<file path="src/rtl/io_in_conditioner.sv">
// ----------------------------------------------------------------------------
// io_in_conditioner
// Input stage for the decoder: brings the asynchronous pad bus into the
// wb_clk_i domain through a two-flop synchronizer, then debounces it. Each
// settled code that differs from the last committed one is presented on a
// valid/ready handshake. A sticky overrun flag reports codes that were
// replaced before the decoder took them.
// ----------------------------------------------------------------------------
module io_in_conditioner #(
    parameter int WIDTH           = 7,
    parameter int DEBOUNCE_CYCLES = 16,
    parameter int CNT_W           = 8
) (
    input  logic             wb_clk_i,
    input  logic             wb_rst_i,
    input  logic [WIDTH-1:0] io_in,
    output logic [WIDTH-1:0] code_o,
    output logic             code_valid_o,
    input  logic             code_ready_i,
    output logic             stable_o,
    output logic             overrun_o,
    input  logic             clear_overrun_i
);

    typedef enum logic [0:0] {
        ST_TRACK   = 1'b0,
        ST_SETTLED = 1'b1
    } state_e;

    // Terminal debounce count; the counter saturates here and never wraps.
    localparam logic [CNT_W-1:0] CNT_MAX = CNT_W'(DEBOUNCE_CYCLES - 1);

    // Synchronizer flops (nothing but wiring between them).
    logic [WIDTH-1:0] sync1_d, sync1_q;
    logic [WIDTH-1:0] sync2_d, sync2_q;

    // Debounce state.
    state_e           state_d, state_q;
    logic [WIDTH-1:0] cand_d, cand_q;
    logic [CNT_W-1:0] cnt_d, cnt_q;

    // Presented code and status.
    logic [WIDTH-1:0] code_d, code_q;
    logic             valid_d, valid_q;
    logic             stable_d, stable_q;
    logic             overrun_d, overrun_q;

    // Internal event strobes.
    logic             commit_s;
    logic             accept_s;
    logic             overrun_set_s;

    // Synchronizer data path: straight wires into the two-stage chain.
    always_comb begin
        sync1_d = io_in;
        sync2_d = sync1_q;
    end

    // Two-flop synchronizer chain for the asynchronous pad bus.
    always_ff @(posedge wb_clk_i) begin
        if (wb_rst_i) begin
            sync1_q <= '0;
            sync2_q <= '0;
        end else begin
            sync1_q <= sync1_d;
            sync2_q <= sync2_d;
        end
    end

    // Debounce FSM next-state: track candidate changes, settle after a full run.
    always_comb begin
        state_d  = state_q;
        cand_d   = cand_q;
        cnt_d    = cnt_q;
        commit_s = 1'b0;
        case (state_q)
            ST_TRACK: begin
                if (sync2_q != cand_q) begin
                    // New candidate: restart the run length.
                    cand_d = sync2_q;
                    cnt_d  = '0;
                end else if (cnt_q == CNT_MAX) begin
                    // Run complete. A glitch that came back to the committed
                    // code settles silently without a new presentation.
                    state_d  = ST_SETTLED;
                    cnt_d    = CNT_MAX;
                    commit_s = (cand_q != code_q);
                end else begin
                    cnt_d = cnt_q + CNT_W'(1);
                end
            end
            ST_SETTLED: begin
                if (sync2_q != cand_q) begin
                    state_d = ST_TRACK;
                    cand_d  = sync2_q;
                    cnt_d   = '0;
                end else begin
                    cnt_d = CNT_MAX;
                end
            end
            default: begin
                // Unreachable encoding: recover into tracking from scratch.
                state_d = ST_TRACK;
                cand_d  = sync2_q;
                cnt_d   = '0;
            end
        endcase
    end

    // Handshake and overrun next-state: commit beats accept, set beats clear.
    always_comb begin
        accept_s      = valid_q & code_ready_i;
        overrun_set_s = commit_s & valid_q & ~code_ready_i;

        if (commit_s) begin
            code_d  = cand_q;
            valid_d = 1'b1;
        end else if (accept_s) begin
            code_d  = code_q;
            valid_d = 1'b0;
        end else begin
            code_d  = code_q;
            valid_d = valid_q;
        end

        if (overrun_set_s) begin
            overrun_d = 1'b1;
        end else if (clear_overrun_i) begin
            overrun_d = 1'b0;
        end else begin
            overrun_d = overrun_q;
        end

        stable_d = (state_d == ST_SETTLED);
    end

    // State, candidate, counter and output registers.
    always_ff @(posedge wb_clk_i) begin
        if (wb_rst_i) begin
            state_q   <= ST_TRACK;
            cand_q    <= '0;
            cnt_q     <= '0;
            code_q    <= '0;
            valid_q   <= 1'b0;
            stable_q  <= 1'b0;
            overrun_q <= 1'b0;
        end else begin
            state_q   <= state_d;
            cand_q    <= cand_d;
            cnt_q     <= cnt_d;
            code_q    <= code_d;
            valid_q   <= valid_d;
            stable_q  <= stable_d;
            overrun_q <= overrun_d;
        end
    end

    assign code_o       = code_q;
    assign code_valid_o = valid_q;
    assign stable_o     = stable_q;
    assign overrun_o    = overrun_q;

endmodule

</file>
<file path="config.mk">
export PLATFORM = sky130hd
export DESIGN_NAME = io_in_conditioner
export DESIGN_NICKNAME = d
export VERILOG_FILES = /design/src/rtl/io_in_conditioner.sv
export SDC_FILE = /design/constraint.sdc
export NUM_CORES = 1
export LEC_CHECK = 0
export CAP_MARGIN = 20
export CORE_MARGIN = 2
export CORE_UTILIZATION = 55
export CTS_CLUSTER_SIZE = 24
export DETAILED_ROUTE_END_ITERATION = 6
export PLACE_DENSITY = 0.87
export SYNTH_ARGS = -nofsm -noshare
export SYNTH_HDL_FRONTEND = slang
export SYNTH_SLANG_ARGS = --single-unit
</file>
<file path="constraint.sdc">
create_clock -name wb_clk_i -period 2.3 [get_ports wb_clk_i]
set_input_delay 0.46 -clock wb_clk_i [delete_from_list [all_inputs] [get_ports wb_clk_i]]
set_output_delay 0.46 -clock wb_clk_i [all_outputs]
set_load 0.1 [all_outputs]
</file>
==> flow_summary.toml <==
[sta]
hold_violations = 0
slew_violations = 0
fmax_mhz = 611
setup-violations-final = 0
slew_headroom_pct = 75.2
post-route-period-util_pct = 71.1
fin_skew_ps = 15.8
fin_hold_ws_ps = 449
worst_slack_ps = 664
setup_tns_ps = 0
worst_pin_slew_ps = 368
min_period_ps = 1640
rsz0062_at_grt = "no"

[drt]
num_vias = 972
wl_um = 2360
vias_per_cell = 5.01
wl_met1_um = 963
top_layer = "met4"
drc = 0
drtIter0Drc = 17
first_pass_iters = 3
wl_met2_um = 1250
ant_nets = 0
wl_per_cell_um = 12.2
wl_met3_um = 87

[synthesis]
yosysWarningCount = 0
synth_area_leaders = "dfxtp_1, nor2b_1, nand2b_1, xor2_1, xnor2_1"
synth.top_cell.area_share_pct = 52.7
syn_area_um2 = 1480
yosys_register_bits = 39
synthDistinctLibCells = 25
syn_inst = 139
syn-num-nets = 151
syn_avg_cell_area_um2 = 10.7
yosysSeqAreaShare_pct = 52.7
yosysTopAreaCell = "dfxtp_1"

[placement]
dp_hpwl_um = 1810
placed_area_um2 = 1690
io_buffers = 20
dp.cells = 186
routabilityCongestion = 0.773
post-place-ws_ps = 696

[die]
die_area_um2 = 3130
pin_count = 21
start_util_pct = 58.8
fp.dieH_um = 55.9
die_x_um = 55.9
coreArea_um2 = 2520
rows = 18

[grt]
track_usage_pct = 17.1
antenna_found_initial = 0
grt_pass1_wl_um = 4110
grt_max_degree = 25
grt_remaining_overflow = 0
grt_pass1_vias = 968

[layout]
num_antenna_cells = 0
final_util_pct = 69.2
instances_no_fill = 194
final_cell_area_um2 = 1750
multi_input_area_um2 = 672
layout_commonest_cell = "dfxtp_1"
final_cell_mix = "dfxtp_1, nor2b_1, nand2b_1, buf_4"
fillers = 211
syn2layout_area_growth_pct = 17.7
regArea_um2 = 781
drive_above_1_share_pct = 15.2
nets = 175

[hold_path]
hp-class = "reg -> reg"
min_path_cells = 1

[cts]
clockBufferDepth = 2
clock_sinks = 39
numCtsBuffers = 5
cts_resized = 0
clkTransAtPathRegs_ps = 120
clk_latency_ps = 340
root_buffer = "clkbuf_4"
post-cts-setup-buffers = 0
cts_tree = "yes"
htree_levels = 2
holdBufCountCts = 0

[setup_path]
arrival_ps = 1900
crit_path_start_kind = "flip-flop"
cp-end-kind = "flip-flop"
crit_fanout = 9
critical_path_required_ps = 2560
r2r_cells = 6
path_class = "reg -> reg"

[pwr]
power.density_nw_per_um2 = 632
peakVddDrop_v = 0.000561
leakage_nw = 0.718
total_power_mw = 1.10

[outcome]
status = "finished clean"

[flow_run]
cap_violations = 0
routing by layer:
layer / global-route usage (%) / vias to the layer above
met1: 18.6 / 441
met2: 28.9 / 19
met5: 0 / -
met3: 7.21 / 8
li1: - / 504
met4: 8.16 / 0
cell type report:
type                       instances  area share (%)
sequential                        39            44.7
multi-input combinational         94            38.5
timing repair buffer              23            11.3
clock buffer                       5            2.15
tap                               30            2.15
clock inverter                     3            1.15
flip-flops by register name, indices dropped and copies added, names as in the netlist:
| name | count |
|---|---|
| cand_q | 7 |
| sync2_q | 7 |
| code_valid_o | 1 |
| sync1_q | 7 |
| cnt_q | 8 |
| stable_o | 1 |
| overrun_o | 1 |
| code_o | 7 |
worst max-delay path, cell delays in order (launching register included):
cell      delay (ps)
dfxtp_1          350
xor2_1           160
nor4_1           350
nand4_1          140
nand4b_1         120
buf_4            210
mux2i_1          210
power by group:
| group | total (mW) | internal (mW) | switching, mW |
|---|---|---|---|
| sequential | 0.702 | 0.692 | 0.00977 |
| clock | 0.337 | 0.117 | 0.220 |
| combinational | 0.0651 | 0.0393 | 0.0258 |
cell usage after synthesis:
master / count
xnor2_1: 9
nand2_1: 2
nor3_1: 4
nand3_1: 1
nand4b_1: 1
ha_1: 1
a31oi_1: 1
nor2_4: 1
clkbuf_1: 5
mux2i_1: 7
dfxtp_1: 39
or2_0: 1
a21oi_1: 3
buf_6: 1
o31ai_4: 1
and4_1: 1
xor2_1: 10
nor4_1: 2
nand4_1: 3
o21ai_0: 1
or4_4: 1
or3b_2: 1
nor2_1: 5
nand2b_1: 16
nor2b_1: 22
logic make-up after synthesis:
group,count (synthesis),synth area share [%]
simple gates,61,25.3
flops,39,52.7
xor+xnor,19,11.2
mux,7,4.73
compound gates,6,3.21
buf+inv,6,2.03
fa+ha+maj,1,0.844
worst paths after layout:
check / startpoint / to / slack (ps)
worst max-delay path: code_o[6]$_SDFFE_PP0P_ / code_o[5]$_SDFFE_PP0P_ / 660
worst min-delay path: sync1_q[1]$_SDFF_PP0_ / sync2_q[1]$_SDFF_PP0_ / 450
worst max register to register: code_o[6]$_SDFFE_PP0P_ / code_o[5]$_SDFFE_PP0P_ / 660
worst min register to register: sync1_q[1]$_SDFF_PP0_ / sync2_q[1]$_SDFF_PP0_ / 450
Note: power is estimated with default switching activity, not from simulation.
